[config.mk]
export PLATFORM = sky130hd
export DESIGN_NAME = ghost_collision_ctrl
export DESIGN_NICKNAME = d
export VERILOG_FILES = /design/src/rtl/ghost_collision_ctrl.sv
export SDC_FILE = /design/constraint.sdc
export NUM_CORES = 1
export LEC_CHECK = 0
export BUFFER_PORTS_ARGS = -buffer_cell sky130_fd_sc_hd__buf_4
export CAP_MARGIN = 10
export CORE_AREA = 2 2 142 158
export CTS_CLUSTER_SIZE = 8
export DETAILED_ROUTE_END_ITERATION = 10
export DIE_AREA = 0 0 144 160
export GPL_TIMING_DRIVEN = 0
export SLEW_MARGIN = 5
export SYNTH_ARGS = -nofsm -noshare
export SYNTH_HDL_FRONTEND = slang
export SYNTH_SLANG_ARGS = --single-unit
[constraint.sdc]
create_clock -name clk -period 2.2 [get_ports clk]
set_input_delay 0.11 -clock clk [delete_from_list [all_inputs] [get_ports clk]]
set_output_delay 0.11 -clock clk [all_outputs]
set_load 0.02 [all_outputs]
[src/rtl/ghost_collision_ctrl.sv]
// rtl/ghost_collision_ctrl.sv - player/ghost overlap detection and life/death sequencing
// Compares player against every ghost, then drives freeze/respawn/game-over and eaten pulses.
module ghost_collision_ctrl #(
    parameter int X_W           = 10,
    parameter int Y_W           = 9,
    parameter int NUM_GHOSTS    = 4,
    parameter int HIT_DIST      = 16,
    parameter int LIVES_INIT    = 3,
    parameter int FREEZE_FRAMES = 120
) (
    input  logic                       clk,
    input  logic                       reset,
    input  logic                       frame_tick,
    input  logic                       enable,
    input  logic                       frightened,
    input  logic [X_W-1:0]             player_x,
    input  logic [Y_W-1:0]             player_y,
    input  logic [NUM_GHOSTS*X_W-1:0]  ghost_x,
    input  logic [NUM_GHOSTS*Y_W-1:0]  ghost_y,
    output logic [2:0]                 lives,
    output logic                       freeze,
    output logic                       respawn,
    output logic                       game_over,
    output logic [NUM_GHOSTS-1:0]      ghost_eaten
);

    localparam int              CNT_W = $clog2(FREEZE_FRAMES + 1);
    localparam logic [X_W-1:0]  HIT_X = X_W'(HIT_DIST);
    localparam logic [Y_W-1:0]  HIT_Y = Y_W'(HIT_DIST);
    localparam logic [CNT_W-1:0] FRZ  = CNT_W'(FREEZE_FRAMES);

    typedef enum logic [1:0] {
        S_PLAY    = 2'd0,
        S_DYING   = 2'd1,
        S_RESPAWN = 2'd2,
        S_OVER    = 2'd3
    } state_t;

    state_t                 state_q;
    logic [2:0]             lives_q;
    logic                   freeze_q;
    logic                   respawn_q;
    logic                   game_over_q;
    logic [NUM_GHOSTS-1:0]  ghost_eaten_q;
    logic [NUM_GHOSTS-1:0]  hit_q;
    logic [NUM_GHOSTS-1:0]  hit_d;
    logic [NUM_GHOSTS-1:0]  hit_prev_q;
    logic [NUM_GHOSTS-1:0]  raw_hit;
    logic [CNT_W-1:0]       cnt_q;

    // Larger-minus-smaller keeps the distance unsigned with no wraparound at screen edges.
    for (genvar g = 0; g < NUM_GHOSTS; g++) begin : g_dist
        logic [X_W-1:0] gx;
        logic [X_W-1:0] dx;
        logic [Y_W-1:0] gy;
        logic [Y_W-1:0] dy;
        assign gx = ghost_x[g*X_W +: X_W];
        assign gy = ghost_y[g*Y_W +: Y_W];
        assign dx = (gx >= player_x) ? (gx - player_x) : (player_x - gx);
        assign dy = (gy >= player_y) ? (gy - player_y) : (player_y - gy);
        assign raw_hit[g] = (dx < HIT_X) && (dy < HIT_Y);
    end

    always_comb begin
        hit_d = '0;
        if (state_q == S_PLAY && enable) begin
            hit_d = raw_hit;
        end
    end

    always_ff @(posedge clk or posedge reset) begin
        if (reset) begin
            state_q       <= S_PLAY;
            lives_q       <= 3'(LIVES_INIT);
            freeze_q      <= 1'b0;
            respawn_q     <= 1'b0;
            game_over_q   <= 1'b0;
            ghost_eaten_q <= '0;
            hit_q         <= '0;
            hit_prev_q    <= '0;
            cnt_q         <= '0;
        end else begin
            hit_q         <= hit_d;
            ghost_eaten_q <= '0;
            respawn_q     <= 1'b0;
            case (state_q)
                S_PLAY: begin
                    hit_prev_q <= hit_q;
                    if (enable && (|hit_q)) begin
                        if (frightened) begin
                            ghost_eaten_q <= hit_q & ~hit_prev_q;
                        end else if (lives_q == 3'd1) begin
                            lives_q     <= 3'd0;
                            game_over_q <= 1'b1;
                            freeze_q    <= 1'b1;
                            state_q     <= S_OVER;
                        end else begin
                            lives_q  <= lives_q - 3'd1;
                            cnt_q    <= FRZ;
                            freeze_q <= 1'b1;
                            state_q  <= S_DYING;
                        end
                    end
                end
                S_DYING: begin
                    hit_prev_q <= '0;
                    freeze_q   <= 1'b1;
                    if (frame_tick) begin
                        cnt_q <= cnt_q - CNT_W'(1);
                        if (cnt_q == CNT_W'(1)) begin
                            respawn_q <= 1'b1;
                            state_q   <= S_RESPAWN;
                        end
                    end
                end
                S_RESPAWN: begin
                    hit_prev_q <= '0;
                    freeze_q   <= 1'b0;
                    state_q    <= S_PLAY;
                end
                S_OVER: begin
                    hit_prev_q  <= '0;
                    lives_q     <= 3'd0;
                    freeze_q    <= 1'b1;
                    game_over_q <= 1'b1;
                end
                default: state_q <= S_PLAY;
            endcase
        end
    end

    assign lives       = lives_q;
    assign freeze      = freeze_q;
    assign respawn     = respawn_q;
    assign game_over   = game_over_q;
    assign ghost_eaten = ghost_eaten_q;

endmodule

# ---- Word-level counts from Yosys, hierarchy flattened
# Cells that the tools add are included.
dict set report totals {
  regBits 27
  output_inout_bits 10
  elab_cells 112
}
dict set report classes {
  addsub 18
  order_cmp 16
  eq_ne 11
  mux 38
  n_bitwise 2
  n_reduce_logical 18
}
# op count
set ops {}
lappend ops {{$sub 10x10->10} 8}
lappend ops {{$sub 9x9->9} 8}
lappend ops {{$ge 10x10->1} 4}
lappend ops {{$lt 10x5->1 const B} 4}
lappend ops {{$mux 10} 4}
lappend ops {{$ge 9x9->1} 4}
lappend ops {{$lt 9x5->1 const B} 4}
lappend ops {{$mux 9} 4}
lappend ops {{$mux 7} 4}
lappend ops {{$mux 4} 4}
lappend ops {{$pmux 7 s2} 1}
lappend ops {{$mux 2} 5}
lappend ops {{$reduce_and 5->1} 2}
lappend ops {{$mux 3} 3}
lappend ops {{$mux 1} 8}
lappend ops {{$ne 2x2->1 const B} 4}
lappend ops {{$pmux 4 s2} 1}
lappend ops {{$eq 7x1->1 const B} 1}
lappend ops {{$sub 7x1->7 const B} 1}
lappend ops {{$logic_and 1x1->1} 6}
lappend ops {{$pmux 2 s3} 1}
lappend ops {{$pmux 3 s2} 1}
lappend ops {{$and 4x4->4} 1}
lappend ops {{$eq 2x2->1 const B} 2}
lappend ops {{other kinds (16)} 18}

# ---- Depth between registers and ports, before layout
# Gate-level depths: netlist (run 1).
dict set report depth {
  ltp_word 5
  depth_mapped 12
  depth_no_buf 10
}

# ---- Least setup slack after synthesis (run 1)
# Ideal clock, no wire load.
dict set report synth_timing {
  path_kind {input-to-reg}
  from {input player_x[3]}
  to {register hit_q[3]}
  setup_time_ps 67
  t_arrival_ps 2394
  required_time_ps 2133
  slack_ps -261
  stages 10
  n_path_buf 0
  cell_sequence {inv_1 > ha_1 > and3_1 > and4b_1 > a21oi_2 > o41a_4 > mux2_4 > or3_1 > a21oi_1 > o2111a_1}
}
dict set report synth_via {
  elab_chain_cells 5
}
# element line
set synth_rtl {}
lappend synth_rtl {{start: declaration} 16} ;# input logic [X_W-1:0] player_x,
lappend synth_rtl {{$sub 10x10->10 / $ge 10x10->1 (equally long branches)} 59} ;# assign dx = (gx >= player_x) ? (gx - player_x) : (player_x - gx);
lappend synth_rtl {{$mux 10 (*)} 59}
lappend synth_rtl {{$lt 10x5->1 (*)} 61} ;# assign raw_hit[g] = (dx < HIT_X) && (dy < HIT_Y);
lappend synth_rtl {{$logic_and 1x1->1 (*)} 61}
lappend synth_rtl {{$mux 4 (*)} 66} ;# if (state_q == S_PLAY && enable) begin
lappend synth_rtl {{net hit_d[3]} 46} ;# logic [NUM_GHOSTS-1:0] hit_d;
lappend synth_rtl {{end signal: assignment} 83} ;# hit_q <= hit_d;
lappend synth_rtl {{end: declaration} 45} ;# logic [NUM_GHOSTS-1:0] hit_q;
# Mark *: on every way through the listed nets, which the timed path passes. The rest lies on a longest branch.
# A chain may end at the register's enable or synchronous reset.

# ---- Worst setup path after layout (run 1)
dict set report layout_timing {
  from {input player_x[7]}
  to {register hit_q[3]}
}
# The elaborated chain is that of the path after synthesis.

==> flow_metrics.env, run 1 <==
export IMPL_layout_nets=1218
export IMPL_die_x_um=144
export IMPL_cts_buffers=3
export IMPL_place_gp_congestion=0.8652
export IMPL_rsz0062_at_grt="true"
export IMPL_netlist_instances=826
export IMPL_r2r_slack_ps=70
export IMPL_critical_path_top_delay_family="compound AO/OA/AOI/OAI gates"
export IMPL_htreeDepth=1
export IMPL_drt_pass1_iterations=4
export IMPL_fin_crit_sh=1.051
export IMPL_insertion_delay_ps=260
export IMPL_multi_input_area_um2=5832
export IMPL_routed_wl_um=18480
export IMPL_grt_pass1_vias=5960
export IMPL_path_cells="buf_8 -> clkinvlp_4 -> ha_4 -> nor2_4 -> and4b_1 -> a21oi_4 -> o41a_4 -> mux2_4 -> or3_4 -> a21oi_2 -> o2111a_2"
export IMPL_fin_crit_ps=2312
export IMPL_synth_area_per_cell_um2=7.698
export IMPL_final_cells=1259
export IMPL_synth_nets=1079
export IMPL_port_buffers=109
export IMPL_yosysSeqAreaShare=0.1067
export IMPL_status="finished with violations"
export IMPL_power_leakage_nw=4.119
export IMPL_root_buffer="clkbuf_16"
export IMPL_num_rows=57
export IMPL_holdBufCountCts=0
export IMPL_drt_iter0_drc=253
export IMPL_cts_clk_slew_worst_paths_ps=70
export IMPL_grt_usage=0.1548
export IMPL_ys_warn_count=0
export IMPL_grt_remaining_overflow=0
export IMPL_io_pins=110
export IMPL_synth_area_um2=6359
export IMPL_crit_start="player_x[7]"
export IMPL_hp_class="input port to asynchronous set/reset pin"
export IMPL_crit_path_end_kind="flip-flop"
export IMPL_max_stage_delay_ps=380
export IMPL_post_drt_wl_per_cell_um=14.68
export IMPL_vias=6256
export IMPL_worst_setup_path_start_kind="input port"
export IMPL_ys_flop_type="dfrtp_1"
export IMPL_dpl_cell_count=1230
export IMPL_hold_viol_final=0
export IMPL_path_depth=11
export IMPL_path_max_fanout=5
export IMPL_worstPathRequired_ps=2390
export IMPL_syn_to_final_growth_pct=34.87
export IMPL_worst_slack_ps=-112.5
export IMPL_viasPerCell=4.969
export IMPL_setup_viol=4
export IMPL_cts_tree="done"
export IMPL_die_h_um=160
export IMPL_critPathBufInv=2
export IMPL_peakVddDrop_v=0.0002471
export IMPL_critPathKind="input port to flip-flop"
export IMPL_power_density_nw_per_um2=401.4
export IMPL_r2r_cells=7
export IMPL_dpl_hpwl_um=15050
export IMPL_grt_max_degree=28
export IMPL_r2r_start="state_q[0]"
export IMPL_clock_skew_ps=2.983
export IMPL_holdWs_ps=99.76
export IMPL_die_area_um2=23040
export IMPL_r2r_end="hit_q[1]"
export IMPL_drive_gt1_frac=0.2842
export IMPL_finalCoreUtilization=0.3969
export IMPL_relSlewSlack=0.3153
export IMPL_pre_cts_ws_ps=-1029
export IMPL_synth_seq_cells=27
export IMPL_crit_arrival_ps=2510
export IMPL_seqCellArea_um2=678.2
export IMPL_cts_sinks=27
export IMPL_antenna_found_initial=0
export IMPL_synth_edf_count=0
export IMPL_fill_cells=2170
export IMPL_initial_core_util=0.2943
export IMPL_slowest_stage="or3_4"
export IMPL_ant_nets=0
export IMPL_max_cap_violations=0
export IMPL_drc=0
export IMPL_async_reset_ff_frac=1.000
export IMPL_worstMarginPinSlew_ps=1026
export IMPL_failed_checks="negative setup slack"
export IMPL_clk_path_buf_depth=2
export IMPL_fmax_mhz=432.4
export IMPL_drv_slew=0
export IMPL_yosysUniqueCellTypes=73
export IMPL_diodes=0
export IMPL_grt_pass1_wl_um=29240
export IMPL_core_um2=21610
per-layer routing:
metal  vias to the layer above  global-route usage  share of wire  routed length (µm)
met4                         0             0.02540          0.022                 399
met1                      2888              0.2113           0.47                8609
met3                        23             0.01169          0.046                 841
met2                       152              0.2697           0.47                8631
li1                       3193                   -              -                   -
met5                         -                   0              0                   0
repair_timing:
item / CTS / global route
endpoints found under the setup margin: 7 / 7
buffers inserted: 23 / 11
pin swaps: 27 / 38
gates resized for setup: 79 / 63
cell usage after synthesis (all sizes together) (4+ instances only):
master   instances  area share
ha             153        0.30
inv            110       0.065
a21oi           61       0.049
nor2            58       0.034
nand2           50       0.030
o21ai           38       0.030
nor3            26       0.020
dfrtp           25       0.098
mux2i           19       0.030
nor2b           19       0.019
xor2            19       0.026
and2            17       0.017
a21o            16       0.019
nand2b          15       0.015
xnor2           15       0.021
clkbuf          14      0.0083
nand4           10      0.0098
nor4            10      0.0098
nand3            9      0.0071
or2              8      0.0079
nor3b            7      0.0083
o2111ai          7      0.0096
o211ai           7      0.0083
or3              7      0.0069
and3             6      0.0059
mux2             6       0.011
nand3b           6      0.0071
a211oi           5      0.0059
a31oi            5      0.0049
o21a             5      0.0059
o31ai            5      0.0059
o41a             5       0.010
a211o            4      0.0057
o21bai           4      0.0047
o221a            4      0.0071
or4              4      0.0047
sequential cells by signal, indices dropped and copies added (netlist names):
| register | count |
|---|---|
| cnt_q | 7 |
| freeze | 1 |
| game_over | 1 |
| ghost_eaten | 4 |
| hit_prev_q | 4 |
| hit_q | 4 |
| lives | 3 |
| respawn | 1 |
| state_q | 2 |
power breakdown:
| group | internal, mW | switching [mW] |
|---|---|---|
| combinational | 1.08 | 1.28 |
| clock | 0.248 | 0.166 |
| sequential | 0.588 | 0.0790 |
| total | 1.92 | 1.52 |
cells by family after synthesis:
| kind of cell | count (synthesis) | share of synthesized area |
|---|---|---|
| fa+ha+maj | 153 | 0.3011 |
| compound gates | 203 | 0.2174 |
| buf+inv | 124 | 0.07320 |
| flops | 27 | 0.1067 |
| mux | 25 | 0.04112 |
| simple gates | 260 | 0.2137 |
| xor+xnor | 34 | 0.04683 |
how the worst max path moves through the flow:
stage               slack (ps)       end
floorplan                  -70  hit_q[0]
global placement          -980  hit_q[2]
detailed placement       -1030  hit_q[2]
CTS                       -230  hit_q[3]
global route              -190  hit_q[2]
finish                    -110  hit_q[3]
final cells by class:
type                            count  share of cell area
Tap cell                          295             0.04304
Multi-Input combinational cell    675              0.6800
Clock buffer                        4            0.009192
Inverter                          110             0.05223
Sequential cell                    27             0.07908
Buffer                              5            0.005252
Timing Repair Buffer              143              0.1312
layout by cell type (no fill, tap or decap), types with 8 or more instances in the layout:
| cell type | count |
|---|---|
| dfrtp_1 | 25 |
| o21ai_0 | 29 |
| nand2_1 | 48 |
| a21oi_1 | 49 |
| ha_1 | 123 |
| inv_1 | 97 |
| and2_1 | 16 |
| a21oi_2 | 9 |
| xnor2_1 | 14 |
| buf_4 | 135 |
| a21o_1 | 16 |
| ha_2 | 8 |
| nand2b_1 | 14 |
| nor3_1 | 22 |
| nand4_1 | 10 |
| nand3_1 | 9 |
| ha_4 | 22 |
| nor2_1 | 57 |
| mux2i_1 | 16 |
| xor2_1 | 19 |
| nor2b_1 | 18 |
stage by stage:
stage	area [µm²]	total power [mW]	setup TNS, ps
floorplan	6407	2.110	-147.6
finish	8576	3.442	-296.0
detailed placement	7595	2.696	-3222
global route	8576	3.753	-683.7
CTS	8209	3.307	-600.5
global placement	7595	2.671	-3173
(Power assumes the default switching activity.)
==> run 2: changes to the inputs <==
--- a/config.mk
+++ b/config.mk
@@ -7,11 +7,14 @@
 export LEC_CHECK = 0
 export BUFFER_PORTS_ARGS = -buffer_cell sky130_fd_sc_hd__buf_4
 export CAP_MARGIN = 10
+export CELL_PAD_IN_SITES_DETAIL_PLACEMENT = 1
+export CELL_PAD_IN_SITES_GLOBAL_PLACEMENT = 2
 export CORE_AREA = 2 2 142 158
 export CTS_CLUSTER_SIZE = 8
 export DETAILED_ROUTE_END_ITERATION = 10
 export DIE_AREA = 0 0 144 160
 export GPL_TIMING_DRIVEN = 0
+export PLACE_DENSITY_LB_ADDON = 0.1
 export SLEW_MARGIN = 5
 export SYNTH_ARGS = -nofsm -noshare
 export SYNTH_HDL_FRONTEND = slang
==> run 2 against run 1 <==
The run still ends with negative setup slack left. Die area is the same. Critical path depth grew 1. Global-route usage grew 2.5 points. Hold slack gained 79 ps. Cell count grew 1.4%. Fmax shrank 1.7%. Total power grew 3.1%. Sequential share of layout area shrank 0.26 points. Clock skew is essentially flat. Sequential power is essentially flat. Flip-flop and latch count is the same. Largest power group unchanged. Highest routed layer is now met5.
==> flow_metrics.env, run 2 (same netlist as run 1, synthesis figures left out) <==
export IMPL_status="finished with violations"
export IMPL_failed_checks="negative setup slack"
export IMPL_switching_share=0.4458
export IMPL_path_cells="buf_12 -> clkinvlp_4 -> buf_6 -> ha_4 -> and3_4 -> and4b_1 -> a21oi_2 -> o41a_4 -> mux2_4 -> or3_4 -> a21oi_2 -> o2111a_2"
export IMPL_setup_viol=3
export IMPL_max_stage_delay_ps=390
export IMPL_worst_slack_ps=-151.6
export IMPL_dpl_instance_area_um2=7595
export IMPL_hp_class="input port to flip-flop"
export IMPL_post_drt_wl_per_cell_um=16.55
export IMPL_vias=6324
export IMPL_drive_gt1_frac=0.3031
export IMPL_num_rows=57
export IMPL_grt_usage=0.1801
export IMPL_relSlewSlack=0.6104
export IMPL_largest_reg_flops=7
export IMPL_rsz0062_at_grt="true"
export IMPL_worst_setup_path_start_kind="input port"
export IMPL_drt_iter0_drc=208
export IMPL_power_share_combinational=0.692
export IMPL_crit_arrival_ps=2550
export IMPL_cts_buffers=3
export IMPL_antenna_found_initial=2
export IMPL_drc=0
export IMPL_grt_max_degree=28
export IMPL_io_pins=110
export IMPL_port_buffers=109
export IMPL_root_buffer="clkbuf_16"
export IMPL_drt_pass1_iterations=4
export IMPL_cts_clk_slew_worst_paths_ps=70
export IMPL_fin_crit_sh=1.069
export IMPL_power_internal_mw=1.967
export IMPL_cts_tree="done"
export IMPL_power_leakage_nw=4.184
export IMPL_routed_wl_um=21120
export IMPL_fin_setup_tns_ps=-372.5
export IMPL_crit_path_end_kind="flip-flop"
export IMPL_power_density_nw_per_um2=400.0
export IMPL_path_max_fanout=4
export IMPL_layout_commonest_cell="buf_4"
export IMPL_peakVddDrop_v=0.0003003
export IMPL_syn_to_final_growth_pct=39.51
export IMPL_die_area_um2=23040
export IMPL_slowest_stage="o41a_4"
export IMPL_clock_skew_ps=2.954
export IMPL_p_seq_frac=0.189
export IMPL_hold_viol_final=0
export IMPL_regMostFlops="cnt_q"
export IMPL_die_h_um=160
export IMPL_cts_sinks=27
export IMPL_worstMarginPinSlew_ps=583.8
export IMPL_grt_pass1_wl_um=33400
export IMPL_ant_nets=0
export IMPL_grt_remaining_overflow=0
export IMPL_viasPerCell=4.956
export IMPL_fmax_mhz=425.2
export IMPL_die_x_um=144
export IMPL_htreeDepth=1
export IMPL_p_clk_frac=0.119
export IMPL_grt_pass1_vias=6472
export IMPL_drv_slew=0
export IMPL_fin_crit_ps=2352
export IMPL_critPathKind="input port to flip-flop"
export IMPL_layout_nets=1234
export IMPL_cpMostUsedCell="a21oi_2"
export IMPL_max_cap_violations=0
export IMPL_insertion_delay_ps=260
export IMPL_clk_path_buf_depth=2
export IMPL_worstPathRequired_ps=2390
export IMPL_fill_cells=2619
export IMPL_initial_core_util=0.2943
export IMPL_power_switching_mw=1.582
export IMPL_final_cell_mix="buf_4, ha_1, inv_1, nor2_1, nand2_1"
export IMPL_place_gp_congestion=0.7777
export IMPL_final_area_um2=8871
export IMPL_core_um2=21610
export IMPL_dpl_hpwl_um=17540
run 2: final cells by class:
type,instances,area (µm²),share of cell area
tap,295,369.1,0.04161
antenna,1,2.502,0.0002821
timing repair buffer,158,1335,0.1505
clock inverter,1,7.507,0.0008463
inverter,110,466.7,0.05261
sequential,27,678.2,0.07645
clock buffer,3,75.07,0.008463
buffer,6,53.80,0.006065
multi-input combinational,675,5883,0.6632
run 2: through the flow:
stage | std cells | hold slack [ps] | utilization | power, mW | setup WS, ps
after global routing | 1275 | 206.6 | 0.4104 | 3.898 | -271.0
final | 1276 | 179.1 | 0.4105 | 3.549 | -151.6
after CTS | 1260 | 158.0 | 0.3903 | 3.440 | -240.2
after global placement | 1230 | 395.0 | 0.3515 | 2.763 | -1003
after floorplan | 826 | 161.2 | - | 2.110 | -73.95
after detailed placement | 1230 | 397.2 | 0.3515 | 2.772 | -1082
run 2: path summary, 6_finish.rpt:
| path | startpoint | to | slack [ps] | depth (start not counted) |
|---|---|---|---|---|
| max in group asynchronous | reset | lives[1] | 1150 | 4 |
| max reg2reg | state_q[1] | hit_q[0] | 130 | 8 |
| min in group asynchronous | reset | ghost_eaten[0] | 460 | 3 |
| max | player_x[2] | hit_q[3] | -150 | 12 |
| min | frightened | lives[1] | 180 | 4 |
| min reg2reg | hit_prev_q[3] | ghost_eaten[3] | 400 | 1 |
run 2: power by group through the flow:
stage | Combinational, mW | Sequential, mW | Clock, mW
2_1_floorplan | 1.44 | 0.668 | 0
3_3_place_gp | 2.09 | 0.673 | 0
3_5_place_dp | 2.10 | 0.675 | 0
4_1_cts | 2.33 | 0.665 | 0.441
5_1_grt | 2.76 | 0.685 | 0.457
6_report | 2.46 | 0.670 | 0.422
run 2: what timing repair did:
action / in CTS / in global routing
hold buffers: 0 / 1
resized for setup: 107 / 63
buffers inserted: 32 / 16
endpoints found under the setup margin: 8 / 9
endpoints found under the hold margin: 0 / 13
pin swaps: 34 / 41
run 2: critical path: cells and delay by family:
family	cells	cell delay [ps]
mux	1	320
compound gates	4	820
simple gates	3	720
fa+ha+maj	1	150
buf+inv	3	420
run 2: routing by layer:
layer | part of all wire | vias to the layer above | GRT usage
met3 | 0.031 | 10 | 0.01769
met2 | 0.51 | 91 | 0.3294
met4 | 0.0055 | 2 | 0.01783
met5 | 0.00076 | - | 0
met1 | 0.45 | 2991 | 0.2349
li1 | - | 3230 | -
==> run 3: changes to the inputs <==
--- a/config.mk
+++ b/config.mk
@@ -14,7 +14,7 @@
 export DETAILED_ROUTE_END_ITERATION = 10
 export DIE_AREA = 0 0 144 160
 export GPL_TIMING_DRIVEN = 0
-export PLACE_DENSITY_LB_ADDON = 0.1
+export PLACE_DENSITY_LB_ADDON = 0.25
 export SLEW_MARGIN = 5
 export SYNTH_ARGS = -nofsm -noshare
 export SYNTH_HDL_FRONTEND = slang
==> run 3 against run 2 <==
The run still ends with negative setup slack left. Total power is 5.1% higher. Non-clock buffer count up 12. Core utilization grew 1.2 points. Sequential share of layout area decreased by 0.22 points. Flip-flop and latch count unchanged. Fmax is 2.1% lower. Hold slack got worse by 85 ps. Count of clock-buffer cells in the layout unchanged. Critical endpoint is now hit_q[2].
==> flow_metrics.env, run 3 (same netlist as run 1, synthesis figures left out) <==
export IMPL_root_buffer="clkbuf_16"
export IMPL_pre_cts_ws_ps=-1474
export IMPL_peakVddDrop_v=0.0003046
export IMPL_cts_clk_slew_worst_paths_ps=70
export IMPL_drc=0
export IMPL_core_um2=21610
export IMPL_grt_remaining_overflow=0
export IMPL_finalCoreUtilization=0.4224
export IMPL_cts_buffers=3
export IMPL_power_total_mw=3.731
export IMPL_layout_commonest_cell="buf_4"
export IMPL_viasPerCell=4.978
export IMPL_crit_arrival_ps=2570
export IMPL_drv_slew=0
export IMPL_final_area_um2=9129
export IMPL_grt_max_degree=28
export IMPL_port_buffers=109
export IMPL_worstMarginPinSlew_ps=1022
export IMPL_grt_pass1_wl_um=34800
export IMPL_fin_crit_sh=1.092
export IMPL_r2r_cells=9
export IMPL_dpl_instance_area_um2=7595
export IMPL_cts_tree="done"
export IMPL_fin_crit_ps=2403
export IMPL_layout_nets=1246
export IMPL_io_pins=110
export IMPL_largest_reg_flops=7
export IMPL_fmax_mhz=416.2
export IMPL_dpl_hpwl_um=17230
export IMPL_status="finished with violations"
export IMPL_rsz0062_at_grt="true"
export IMPL_post_drt_wl_per_cell_um=16.89
export IMPL_r2r_end="cnt_q[5]"
export IMPL_critPathKind="input port to flip-flop"
export IMPL_holdWs_ps=94.33
export IMPL_setup_viol=3
export IMPL_drt_iter0_drc=136
export IMPL_htreeDepth=1
export IMPL_num_rows=57
export IMPL_syn_to_final_growth_pct=43.57
export IMPL_clock_skew_ps=1.831
export IMPL_max_cap_violations=0
export IMPL_drt_pass1_iterations=6
export IMPL_hold_viol_final=0
export IMPL_antenna_found_initial=0
export IMPL_hp_class="input port to asynchronous set/reset pin"
export IMPL_worst_setup_path_start_kind="input port"
export IMPL_r2r_start="lives[1]"
export IMPL_failed_checks="negative setup slack"
export IMPL_grt_pass1_vias=6738
export IMPL_initial_core_util=0.2943
export IMPL_diodes=0
export IMPL_grt_usage=0.1870
export IMPL_drive_gt1_frac=0.3196
export IMPL_ant_nets=0
export IMPL_path_max_fanout=6
export IMPL_final_cell_mix="buf_4, ha_1, inv_1, nor2_1, nand2_1"
export IMPL_insertion_delay_ps=260
export IMPL_worst_slack_ps=-202.5
export IMPL_vias=6407
export IMPL_regMostFlops="cnt_q"
export IMPL_crit_path_end_kind="flip-flop"
export IMPL_r2r_slack_ps=130
export IMPL_power_density_nw_per_um2=408.7
export IMPL_die_h_um=160
export IMPL_fill_cells=2602
export IMPL_die_x_um=144
export IMPL_worstPathRequired_ps=2370
export IMPL_power_leakage_nw=4.304
export IMPL_cts_sinks=27
export IMPL_clk_path_buf_depth=2
export IMPL_place_gp_congestion=0.7953
export IMPL_die_area_um2=23040
export IMPL_relSlewSlack=0.3180
export IMPL_routed_wl_um=21740
## run 3: changes by cell type in the layout (fill, tap and decap cells not counted), moves of 3 or more
cell	previous run	this run
ha_4	29	35
o2111ai_1	5	2
buf_4	134	148
nor2_2	3	0
nor2_1	54	58
ha_2	10	4
## run 3: critical path, cell delays in order
cell and delay (ps):
buf_6 120, clkinvlp_4 160, buf_4 180, ha_4 290, and3_4 200, and2_4 160
a41oi_2 130, o221ai_2 210, mux2i_1 260, xor2_1 260, o2111ai_4 210, nor3_4 270
## run 3: report_power, final
group | switching, mW | leakage (nW) | internal, mW
Combinational | 1.39 | 3.92 | 1.23
Clock | 0.178 | 0.0371 | 0.247
Sequential | 0.0988 | 0.346 | 0.588
## run 3: metal layers
layer  vias to the layer above  global-route usage  wire length (µm)
li1                       3253                   -                 -
met1                      3056              0.2499              9979
met2                        92              0.3405             11000
met3                         6             0.01499               684
met4                         0             0.01203                74
met5                         -                   0                 0
## run 3: worst max-delay path by stage
stage | end | cells past startpoint | start
after floorplan | hit_q[0] | 10 | player_x[3]
after global placement | hit_q[2] | 11 | player_x[4]
after detailed placement | hit_q[2] | 11 | player_x[4]
after CTS | hit_q[2] | 11 | player_x[2]
after global routing | hit_q[2] | 12 | player_x[3]
final | hit_q[2] | 12 | player_y[6]
## run 3: what timing repair did
action | CTS | global route
buffers inserted | 46 | 18
hold buffers | 0 | 0
pin swaps | 39 | 41
cloned | 1 | 0
gates resized for setup | 134 | 57
setup endpoints to repair | 9 | 6
## run 3: final cells by class
class | instances | area [µm²] | area share
buffer | 5 | 41.29 | 0.004523
clock buffer | 3 | 75.07 | 0.008224
clock inverter | 1 | 7.507 | 0.0008224
inverter | 110 | 459.2 | 0.05030
multi-input combinational | 675 | 6058 | 0.6637
sequential | 27 | 678.2 | 0.07429
tap | 295 | 369.1 | 0.04043
timing repair buffer | 171 | 1440 | 0.1578
## run 3: stage by stage
step	TNS (ps)	cells
floorplan	-147.6	826
finish	-436.4	1287
global route	-817.8	1287
CTS	-415.7	1273
detailed placement	-3950	1230
global placement	-3909	1230
